File: src/rtl/mp64_sram_copy_dma.sv
// Block copy/fill engine driving both ports of a dual-port SRAM: copy reads port A
// and writes port B at one word per clock; fill writes a constant through port B only.
module mp64_sram_copy_dma #(
  parameter int ADDR_W = 14,
  parameter int DATA_W = 64,
  parameter int RD_LAT = 1
) (
  input  logic              clk,
  input  logic              rst,
  input  logic              start,
  input  logic              mode,
  input  logic [ADDR_W-1:0] src_addr,
  input  logic [ADDR_W-1:0] dst_addr,
  input  logic [ADDR_W:0]   len,
  input  logic [DATA_W-1:0] fill_data,
  input  logic              abort,
  output logic              busy,
  output logic              done,
  output logic              aborted,
  output logic              ce_a,
  output logic              we_a,
  output logic [ADDR_W-1:0] addr_a,
  output logic [DATA_W-1:0] wdata_a,
  input  logic [DATA_W-1:0] rdata_a,
  output logic              ce_b,
  output logic              we_b,
  output logic [ADDR_W-1:0] addr_b,
  output logic [DATA_W-1:0] wdata_b,
  input  logic [DATA_W-1:0] rdata_b
);

  typedef enum logic [1:0] {S_IDLE, S_RUN, S_DRAIN, S_FIN} state_e;

  state_e              state_q, state_d;
  logic                mode_q;
  logic [ADDR_W-1:0]   src_q, dst_q;
  logic [ADDR_W:0]     len_q;
  logic [DATA_W-1:0]   fill_q;
  logic [ADDR_W:0]     rd_cnt_q, rd_cnt_d;
  logic [ADDR_W:0]     wr_cnt_q, wr_cnt_d;
  logic [RD_LAT-1:0]   pipe_q, pipe_d;
  logic                aborted_q, aborted_d;
  logic [ADDR_W-1:0]   addr_a_q, addr_b_q;
  logic [DATA_W-1:0]   wdata_b_q;
  logic                rd_go, wr_go, kill;
  logic                unused_rdata_b;

  assign unused_rdata_b = ^rdata_b;
  assign kill = abort && (state_q != S_IDLE);

  always_comb begin
    // NOTE: every signal gets a default first so no path through this block infers a latch.
    state_d   = state_q;
    rd_cnt_d  = rd_cnt_q;
    wr_cnt_d  = wr_cnt_q;
    aborted_d = 1'b0;
    rd_go     = 1'b0;
    wr_go     = 1'b0;
    unique case (state_q)
      S_IDLE: begin
        if (start) begin
          rd_cnt_d = '0;
          wr_cnt_d = '0;
          state_d  = (len == '0) ? S_FIN : S_RUN;
        end
      end
      S_RUN: begin
        if (mode_q) wr_go = 1'b1;
        else        rd_go = 1'b1;
      end
      S_DRAIN: state_d = S_DRAIN;
      S_FIN:   state_d = S_IDLE;
      default: state_d = S_IDLE;
    endcase

    // Copy writes follow the read-valid pipe, in RUN as well as DRAIN.
    if (!mode_q && (state_q == S_RUN || state_q == S_DRAIN) && pipe_q[RD_LAT-1])
      wr_go = 1'b1;
    if (rd_go) rd_cnt_d = rd_cnt_q + 1'b1;
    if (wr_go) wr_cnt_d = wr_cnt_q + 1'b1;

    if (state_q == S_RUN && !mode_q && rd_cnt_q == len_q - 1'b1)
      state_d = S_DRAIN;
    if ((state_q == S_DRAIN || (state_q == S_RUN && mode_q)) && wr_cnt_d == len_q)
      state_d = S_FIN;

    pipe_d[0] = rd_go;
    for (int i = 1; i < RD_LAT; i++) pipe_d[i] = pipe_q[i-1];

    if (kill) begin
      state_d   = S_IDLE;
      aborted_d = 1'b1;
      pipe_d    = '0;
    end
  end

  always_ff @(posedge clk) begin
    // NOTE: non-blocking assignments so every register samples pre-edge values.
    if (rst) begin
      state_q   <= S_IDLE;
      mode_q    <= 1'b0;
      src_q     <= '0;
      dst_q     <= '0;
      len_q     <= '0;
      fill_q    <= '0;
      rd_cnt_q  <= '0;
      wr_cnt_q  <= '0;
      pipe_q    <= '0;
      aborted_q <= 1'b0;
      addr_a_q  <= '0;
      addr_b_q  <= '0;
      wdata_b_q <= '0;
    end else begin
      state_q   <= state_d;
      rd_cnt_q  <= rd_cnt_d;
      wr_cnt_q  <= wr_cnt_d;
      pipe_q    <= pipe_d;
      aborted_q <= aborted_d;
      addr_a_q  <= addr_a;
      addr_b_q  <= addr_b;
      wdata_b_q <= wdata_b;
      if (state_q == S_IDLE && start) begin
        mode_q <= mode;
        src_q  <= src_addr;
        dst_q  <= dst_addr;
        len_q  <= len;
        fill_q <= fill_data;
      end
    end
  end

  assign busy    = (state_q != S_IDLE);
  assign done    = (state_q == S_FIN) && !abort;
  assign aborted = aborted_q;

  // Idle ports keep their last address/data so the SRAM pins do not toggle.
  assign ce_a    = rd_go;
  assign we_a    = 1'b0;
  assign wdata_a = '0;
  assign addr_a  = rd_go ? (src_q + rd_cnt_q[ADDR_W-1:0]) : addr_a_q;

  assign ce_b    = wr_go;
  assign we_b    = wr_go;
  assign addr_b  = wr_go ? (dst_q + wr_cnt_q[ADDR_W-1:0]) : addr_b_q;
  assign wdata_b = !wr_go ? wdata_b_q : (mode_q ? fill_q : rdata_a);

endmodule

File: config.mk
export PLATFORM = sky130hd
export DESIGN_NAME = mp64_sram_copy_dma
export DESIGN_NICKNAME = d
export VERILOG_FILES = /design/src/rtl/mp64_sram_copy_dma.sv
export SDC_FILE = /design/constraint.sdc
export NUM_CORES = 1
export LEC_CHECK = 0
export BUFFER_PORTS_ARGS = -buffer_cell sky130_fd_sc_hd__clkbuf_2
export CORE_AREA = 2 2 157 159
export CTS_BUF_LIST = sky130_fd_sc_hd__clkbuf_4 sky130_fd_sc_hd__clkbuf_8
export DETAILED_ROUTE_END_ITERATION = 10
export DIE_AREA = 0 0 159 161
export PLACE_DENSITY_LB_ADDON = 0.25
export SKIP_CTS_REPAIR_TIMING = 1
export SYNTH_ARGS = -nofsm -noshare
export SYNTH_HDL_FRONTEND = slang
export SYNTH_SLANG_ARGS = --single-unit
File: constraint.sdc
create_clock -name clk -period 8.56 [get_ports clk]
set_input_delay 1.712 -clock clk [delete_from_list [all_inputs] [get_ports clk]]
set_output_delay 1.712 -clock clk [all_outputs]
set_load 0.02 [all_outputs]
==> results_dict.tcl, run 1 <==
set metrics [dict create \
    chipHeight_um 161 \
    worstSetupEndpointType "output port" \
    crit_family "buffers and inverters" \
    drv_slew 0 \
    setup_viol 0 \
    route.detailed.drc 0 \
    vias 11100 \
    max_clock_freq_ghz 0.188 \
    wl_per_cell_um 15.0 \
    min_period_ns 5.31 \
    ys_async_sr_fraction 0 \
    power_mw 3.57 \
    timing.critical_path.mode_cell "buf_4" \
    ys_types 73 \
    root_buffer "clkbuf_8" \
    cp_max_fo 99 \
    muxShareOfSynthArea 0.0613 \
    rsz0062_at_grt "false" \
    final_net_count 2045 \
    place_hpwl_um 22200 \
    slowest_stage "buf_4" \
    insertion_delay_ns 0.53 \
    reg2reg_slack_ns 5.01 \
    fp.dieW_um 159 \
    pwr-share-comb 0.311 \
    grt_pass1_vias 10200 \
    drive_gt1_frac 0.212 \
    worstPathCellList "inv_1 -> ha_1 -> and3b_2 -> nor2_4 -> buf_4 -> buf_4 -> o21ai_0 -> clkbuf_2" \
    core_area_um2 24000 \
    worstHoldPathType "flip-flop to flip-flop" \
    required_ns 6.85 \
    synthXorXnorAreaFrac 0.0345 \
    wl_um 31900 \
    synth.top_cell.area_share 0.385 \
    timing.final.hold_violations 0 \
    first_iter_violations 977 \
    power.share.sequential 0.372 \
    path_buf_inv 4 \
    final_cells 2125 \
    synth_area_leaders "dfxtp_1 38%, nand2_1 11%, a21oi_1 6.4%" \
    cap_violations 0 \
    totalNegativeSetupSlack_ns 0 \
    status "complete, no violations" \
    ctsHtreeMaxLevel 2 \
    final_util 0.597 \
    synth_seq_area_share 0.385 \
    clk_pin_slew_ns 0.06 \
    yosys-top-cells-count "347 x nand2_1, 234 x dfxtp_1, 156 x a21oi_1, 107 x o21ai_0, 90 x nor2b_1" \
    gp_congestion 0.899 \
    dp.cells 2051 \
    crit_type "flip-flop to output port" \
    ys_ff_latch 234 \
    p_leak_nw 6.14 \
    synth_top_family_by_area "simple AND/OR/NAND/NOR gates" \
    clkPwrFrac 0.317 \
    skew_ns 0.0156 \
    dieArea_um2 25600 \
    synth-edff-count 0 \
    postLayoutCellArea_um2 14300 \
    crit_arrival_ns 3.60 \
    clk_path_buf_depth 3 \
    p_int_mw 2.29 \
    worst_pin_slew_ns 1.05 \
    firstDrtPassIters 5 \
    cpPeakStageDelay_ns 0.78 \
    synth.avg_cell_area_um2 7.87 \
    port_buffers 273 \
    yosysMostFrequentCell "nand2_1" \
    syn_area_um2 12200 \
    pin_count 403 \
    p_per_area_nw_per_um2 250 \
    start_kind "flip-flop" \
    track_usage 0.242 \
    via_per_inst 5.23 \
    ys_warn_count 0 \
    synth_fa_ha_area_frac 0.0372 \
    core.rowCount 57 \
    ir_drop_v 0.000154 \
    place_area_um2 13400 \
    area_growth_pct 17.5 \
    clock_sinks 234 \
    antenna_found_initial 1 \
    grt_start_max_net_pins 100 \
    synth_top_area_cell "dfxtp_1" \
    worst_slew_margin_rel 0.302 \
    grt_pass1_wl_um 51500 \
    grt_overflow_total 0 \
    synth_flop_cell "dfxtp_1" \
    synth_compound_area_frac 0.172 \
    start_util 0.508 \
    antenna_left 0 \
    synth_simple_gate_area_frac 0.230 \
    postSynthCellCount 1548 \
    cts_buffers 41 \
    tritoncts "built" \
    switching_share 0.359 \
    fin_crit_sh 0.620 \
    p_switching_mw 1.28 \
]
==> flip-flops by register name, summed over array words and instances (netlist names) <==
register and count:
len_q 15, state_q 2, fill_q 64, addr_b_q 14, mode_q 1, wr_cnt_q 15
src_q 14, aborted 1, dst_q 14, wdata_b_q 64, addr_a_q 14, rd_cnt_q 15
pipe_q 1
==> final cells by class <==
class	count	area (um^2)
Tap cell	324	405
Timing Repair Buffer	281	1430
Clock inverter	6	82.6
Clock buffer	67	853
Antenna cell	1	2.50
Multi-Input combinational cell	1192	6770
Inverter	20	75.1
Sequential cell	234	4690
Fill cell	2263	9650
==> per-layer routing <==
| metal | vias to the layer above | GRT usage | routed length (um) |
|---|---|---|---|
| met5 | - | 0 | 0 |
| met4 | 0 | 0.0711 | 720 |
| met3 | 47 | 0.0388 | 1730 |
| met2 | 327 | 0.406 | 15000 |
| met1 | 5147 | 0.324 | 14500 |
| li1 | 5596 | - | - |
==> kinds of logic (layout without fill, tap and decap cells) <==
kind of cell               count (synthesis)  in the layout
DFF                                      234            234
other                                      1             66
AOI/OAI and AO/OA                        359            359
buffers and inverters                    186            374
and+or+nand+nor                          611            611
xor gates and xnor gates                  48             48
adders and majority gates                 35             35
muxes                                     74             74
==> stage by stage <==
stage / worst slack (ns) / hold slack [ns]
after floorplan: 4.47 / 0.436
after global placement: 3.92 / 0.441
after detailed placement: 3.87 / 0.448
after CTS: 3.25 / 0.456
after global routing: 2.97 / 0.469
final: 3.25 / 0.452
==> worst reg2reg max path: stages (launching register included) <==
cell      delay [ns]
dfxtp_1         0.39
inv_1           0.08
ha_1            0.32
and3b_2         0.30
nor2_4          0.11
buf_4           0.46
buf_4           0.80
o211ai_1        0.21
o211a_1         0.15
nor4_1          0.29
nand4_1         0.19
o22ai_1         0.18
==> cell usage in the layout, fill, tap and decap left out, types with 33 or more instances in the layout <==
master / Yosys / layout
nor2b_1: 90 / 90
conb_1: 1 / 65
mux2i_1: 69 / 69
nor2_1: 69 / 69
dfxtp_1: 234 / 233
a21oi_1: 156 / 156
clkbuf_8: 0 / 56
ha_1: 33 / 33
nand2_1: 347 / 346
clkbuf_2: 0 / 272
o21ai_0: 107 / 107
==> path summary, 6_finish.rpt <==
kind / from / endpoint / cells past startpoint
max: state_q[0] / wdata_b[8] / 8
min: fill_q[1] / fill_q[1] / 2
max reg2reg: state_q[0] / state_q[1] / 11
min reg2reg: fill_q[1] / fill_q[1] / 2
==> power by group through the flow <==
stage          clock network [mW]  logic [mW]  registers (mW)
5_1_grt                      1.22        1.23            1.35
3_5_place_dp                    0        1.11            1.35
4_1_cts                      1.16        1.11            1.33
6_report                     1.13        1.11            1.33
3_3_place_gp                    0        1.09            1.35
2_1_floorplan                   0       0.869            1.30
Note: power is estimated with default switching activity, not from simulation.
==> run 2: changes to the inputs <==
--- a/config.mk
+++ b/config.mk
@@ -6,10 +6,10 @@
 export NUM_CORES = 1
 export LEC_CHECK = 0
 export BUFFER_PORTS_ARGS = -buffer_cell sky130_fd_sc_hd__clkbuf_2
-export CORE_AREA = 2 2 157 159
+export CORE_MARGIN = 2
+export CORE_UTILIZATION = 53
 export CTS_BUF_LIST = sky130_fd_sc_hd__clkbuf_4 sky130_fd_sc_hd__clkbuf_8
 export DETAILED_ROUTE_END_ITERATION = 10
-export DIE_AREA = 0 0 159 161
 export PLACE_DENSITY_LB_ADDON = 0.25
 export SKIP_CTS_REPAIR_TIMING = 1
 export SYNTH_ARGS = -nofsm -noshare
==> constraint.sdc (replaced) <==
create_clock -name clk -period 5.4 [get_ports clk]
set_input_delay 1.08 -clock clk [delete_from_list [all_inputs] [get_ports clk]]
set_output_delay 1.08 -clock clk [all_outputs]
set_load 0.02 [all_outputs]
==> run 2 against run 1 <==
Design area fell by 0.22%. Global-route usage increased by 1.4 points. Critical path depth up 1. Sequential power is 58% higher. Final cell count fell by 1.9%. Register-to-register slack worse by 2.6 ns. Critical path type unchanged. Die area down 5.4%.
==> results_dict.tcl, run 2 (synthesis results as in run 1) <==
set metrics [dict create \
    track_usage 0.256 \
    clk_path_buf_depth 3 \
    slowest_stage "dfxtp_1" \
    ctsHtreeMaxLevel 2 \
    max_clock_freq_ghz 0.225 \
    antenna_found_initial 0 \
    vias 11100 \
    timing.final.hold_violations 0 \
    via_per_inst 5.33 \
    setup_viol 0 \
    status "complete, no violations" \
    area_growth_pct 17.2 \
    worstPathCellList "ha_1 -> a211oi_1 -> o21ai_0 -> a2111o_1 -> a31oi_1 -> o31ai_1 -> xnor2_1 -> a21oi_1 -> clkbuf_2" \
    clk_pin_slew_ns 0.06 \
    cts_buffers 41 \
    critPathLaunch "wr_cnt_q[1]" \
    place_hpwl_um 22300 \
    final_cells 2085 \
    fp.dieW_um 156 \
    final_common_cell "nand2_1" \
    antenna-diode-count 0 \
    cpPeakStageDelay_ns 0.49 \
    fin_crit_sh 0.822 \
    grt_pass1_vias 10200 \
    pin_count 403 \
    grt_pass1_wl_um 51200 \
    crit_type "flip-flop to output port" \
    dieArea_um2 24200 \
    start_util 0.540 \
    wl_per_cell_um 15.4 \
    core_area_um2 22600 \
    port_buffers 273 \
    postLayoutCellArea_um2 14300 \
    rsz0062_at_grt "false" \
    chipHeight_um 156 \
    final_net_count 2044 \
    seq_area_um2 4690 \
    multiInputGateArea_um2 6770 \
    worstHoldPathType "flip-flop to flip-flop" \
    hold_path.startpoint "fill_q[31]" \
    min_period_ns 4.44 \
    start_kind "flip-flop" \
    place_area_um2 13300 \
    first_iter_violations 792 \
    top_regs "fill_q (64), wdata_b_q (64)" \
    grt_overflow_total 0 \
    n_fill_cell 2030 \
    worst_slack_ns 0.962 \
    gp_congestion 0.903 \
    firstDrtPassIters 6 \
    route.detailed.drc 0 \
    clock_sinks 234 \
    antenna_left 0 \
    ir_drop_v 0.000467 \
    dp_slack_ns 1.55 \
    core.rowCount 55 \
    root_buffer "clkbuf_8" \
    tritoncts "built" \
    cap_violations 0 \
    worstSetupEndpointType "output port" \
    reg2reg_from "state_q[0]" \
    most-common-layout-cells "346 x nand2_1, 272 x clkbuf_2, 233 x dfxtp_1" \
    required_ns 4.32 \
    power_mw 5.71 \
    grt_start_max_net_pins 152 \
    crit_arrival_ns 3.36 \
    dp.cells 2011 \
    p_leak_nw 6.15 \
    drive_gt1_frac 0.212 \
    insertion_delay_ns 0.53 \
    p_per_area_nw_per_um2 400 \
    worst_pin_slew_ns 1.04 \
    skew_ns 0.0219 \
    cp_max_fo 7 \
    wl_um 32200 \
    worst_slew_margin_rel 0.306 \
    totalNegativeSetupSlack_ns 0 \
    drv_slew 0 \
]
==> run 2: per-layer routing <==
layer  vias up  GRT usage  part of all wire
met4         0     0.0791             0.025
li1       5599          -                 -
met3        56     0.0489             0.064
met2       341      0.436              0.47
met1      5112      0.331              0.44
met5         -          0                 0
==> run 2: worst max-delay path: cells and delay by family, from the launching register on <==
family	cells	cell delay, ns
buffers and inverters	1	0.21
xor gates and xnor gates	1	0.17
adders and majority gates	1	0.31
DFF	1	0.49
AOI/OAI and AO/OA	6	1.64
==> run 2: path summary, 6_finish.rpt <==
| check | end | slack [ns] | cells after the start |
|---|---|---|---|
| max | addr_b[13] | 0.96 | 9 |
| max reg2reg | state_q[1] | 2.41 | 10 |
| min reg2reg | fill_q[31] | 0.45 | 2 |
| min | fill_q[31] | 0.45 | 2 |
==> run 2: metrics by stage <==
stage / hold slack [ns] / utilization
floorplan: 0.436 / -
global placement: 0.441 / 0.590
detailed placement: 0.447 / 0.590
CTS: 0.454 / 0.633
global route: 0.472 / 0.633
finish: 0.453 / 0.633
==> run 2: report_power, final <==
part	internal [mW]	switching, mW
registers	1.94	0.157
clock network	1.11	0.734
logic	0.603	1.16
==> run 2: area by class of cell <==
| cell class | count | share of cell area |
|---|---|---|
| Sequential cell | 234 | 0.328 |
| Clock buffer | 62 | 0.0567 |
| Multi-Input combinational cell | 1192 | 0.474 |
| Clock inverter | 12 | 0.00990 |
| Tap cell | 285 | 0.0250 |
| Timing Repair Buffer | 280 | 0.101 |
| Inverter | 20 | 0.00526 |
==> run 3: changes to the inputs <==
==> constraint.sdc (replaced) <==
create_clock -name clk -period 4.1 [get_ports clk]
set_input_delay 0.82 -clock clk [delete_from_list [all_inputs] [get_ports clk]]
set_output_delay 0.82 -clock clk [all_outputs]
set_load 0.02 [all_outputs]
==> run 3 against run 2 <==
Die area unchanged. Core utilization down 0.061 points. Clock skew increased by 0.0028 ns. Sequential share of layout area increased by 0.084 points. Sequential power up 32%. Critical path depth increased by 2. Combinational power up 32%. Sequential cell count stayed put. Design area hardly changed. Largest cell class unchanged.
==> results_dict.tcl, run 3 (synthesis results as in run 1) <==
set metrics [dict create \
    postLayoutCellArea_um2 14300 \
    place_area_um2 13400 \
    p_leak_nw 6.14 \
    ctsHtreeMaxLevel 2 \
    core_area_um2 22600 \
    p_per_area_nw_per_um2 513 \
    antenna-diode-count 0 \
    grt_start_max_net_pins 134 \
    port_buffers 273 \
    worstPathCellList "ha_2 -> inv_1 -> fa_1 -> nor2b_1 -> o31a_1 -> o211a_1 -> o31a_1 -> nor2_1 -> or4_1 -> nand3_1 -> clkbuf_2" \
    fin_crit_sh 0.960 \
    core.rowCount 55 \
    drv_slew 0 \
    dp.cells 2017 \
    vias 11200 \
    cap_violations 0 \
    start_kind "flip-flop" \
    ir_drop_v 0.000323 \
    rsz0062_at_grt "true" \
    gp_congestion 0.905 \
    top_regs "fill_q (64), wdata_b_q (64)" \
    clock_sinks 234 \
    chipHeight_um 156 \
    power_mw 7.32 \
    drive_gt1_frac 0.218 \
    pin_count 403 \
    max_clock_freq_ghz 0.254 \
    worst_pin_slew_ns 0.970 \
    required_ns 3.28 \
    antenna_left 0 \
    crit_type "flip-flop to output port" \
    cp_max_fo 10 \
    worst_slew_margin_rel 0.354 \
    setup_viol 0 \
    dieArea_um2 24200 \
    clk_path_buf_depth 3 \
    firstDrtPassIters 5 \
    final_common_cell "nand2_1" \
    cts_buffers 40 \
    antenna_found_initial 0 \
    tritoncts "built" \
    slowest_stage "or4_1" \
    place_hpwl_um 22600 \
    fin_hold_ws_ns 0.453 \
    final_net_count 2050 \
    route.detailed.drc 0 \
    insertion_delay_ns 0.53 \
    via_per_inst 5.35 \
    wl_um 32000 \
    path_buf_inv 2 \
    track_usage 0.254 \
    clk_pin_slew_ns 0.06 \
    root_buffer "clkbuf_8" \
    grt_pass1_vias 10200 \
    status "complete, no violations" \
    wl_per_cell_um 15.3 \
    grt_overflow_total 0 \
    crit_arrival_ns 3.11 \
    most-common-layout-cells "346 x nand2_1, 272 x clkbuf_2, 229 x dfxtp_1" \
    area_growth_pct 17.1 \
    min_period_ns 3.93 \
    totalNegativeSetupSlack_ns 0 \
    timing.critical_path.mode_cell "o31a_1" \
    worstHoldPathType "flip-flop to flip-flop" \
    grt_pass1_wl_um 50700 \
    worstSetupEndpointType "output port" \
    start_util 0.540 \
    timing.final.hold_violations 0 \
    crit_family "simple AND/OR/NAND/NOR gates" \
    first_iter_violations 727 \
    final_cells 2088 \
    cpPeakStageDelay_ns 0.42 \
    skew_ns 0.0248 \
    fp.dieW_um 156 \
]
==> run 3: metal layers <==
metal	wire length (um)	track usage	share of wire	vias up
met5	0	0	0	-
met3	2120	0.0478	0.066	72
met4	1040	0.0896	0.032	0
met2	15100	0.433	0.47	363
li1	-	-	-	5600
met1	13700	0.323	0.43	5131
==> run 3: cell type report <==
cell class,count,area [um^2]
fill,2054,8310
multi-input combinational,1192,6790
sequential,234,4700
tap,285,357
timing repair buffer,287,1490
clock inverter,6,60.1
inverter,20,75.1
clock buffer,64,800
==> run 3: worst paths after layout <==
check	startpoint	end	slack (ns)	cells after the start
worst max-delay path	wr_cnt_q[0]	addr_b[12]	0.17	11
worst min-delay path	fill_q[15]	fill_q[15]	0.45	2
worst max register to register	state_q[0]	state_q[1]	1.23	10
worst min register to register	fill_q[15]	fill_q[15]	0.45	2
==> run 3: tightest hold or removal path: cells and delay by family (launching register included) <==
| family | cells | cell delay [ns] |
|---|---|---|
| compound gates | 1 | 0.05 |
| flops | 1 | 0.31 |
| simple gates | 1 | 0.05 |
==> run 3: per-stage QoR <==
step	util	setup slack (ns)
after global placement	0.592	0.592
after detailed placement	0.592	0.523
after global routing	0.632	-0.0392
after floorplan	-	0.902
final	0.632	0.166
after CTS	0.631	-0.0592
==> run 3: report_power, final <==
group | total, mW | internal (mW) | switching [mW]
logic | 2.34 | 0.806 | 1.53
registers | 2.77 | 2.56 | 0.213
clock network | 2.21 | 1.30 | 0.918
total | 7.32 | 4.66 | 2.66
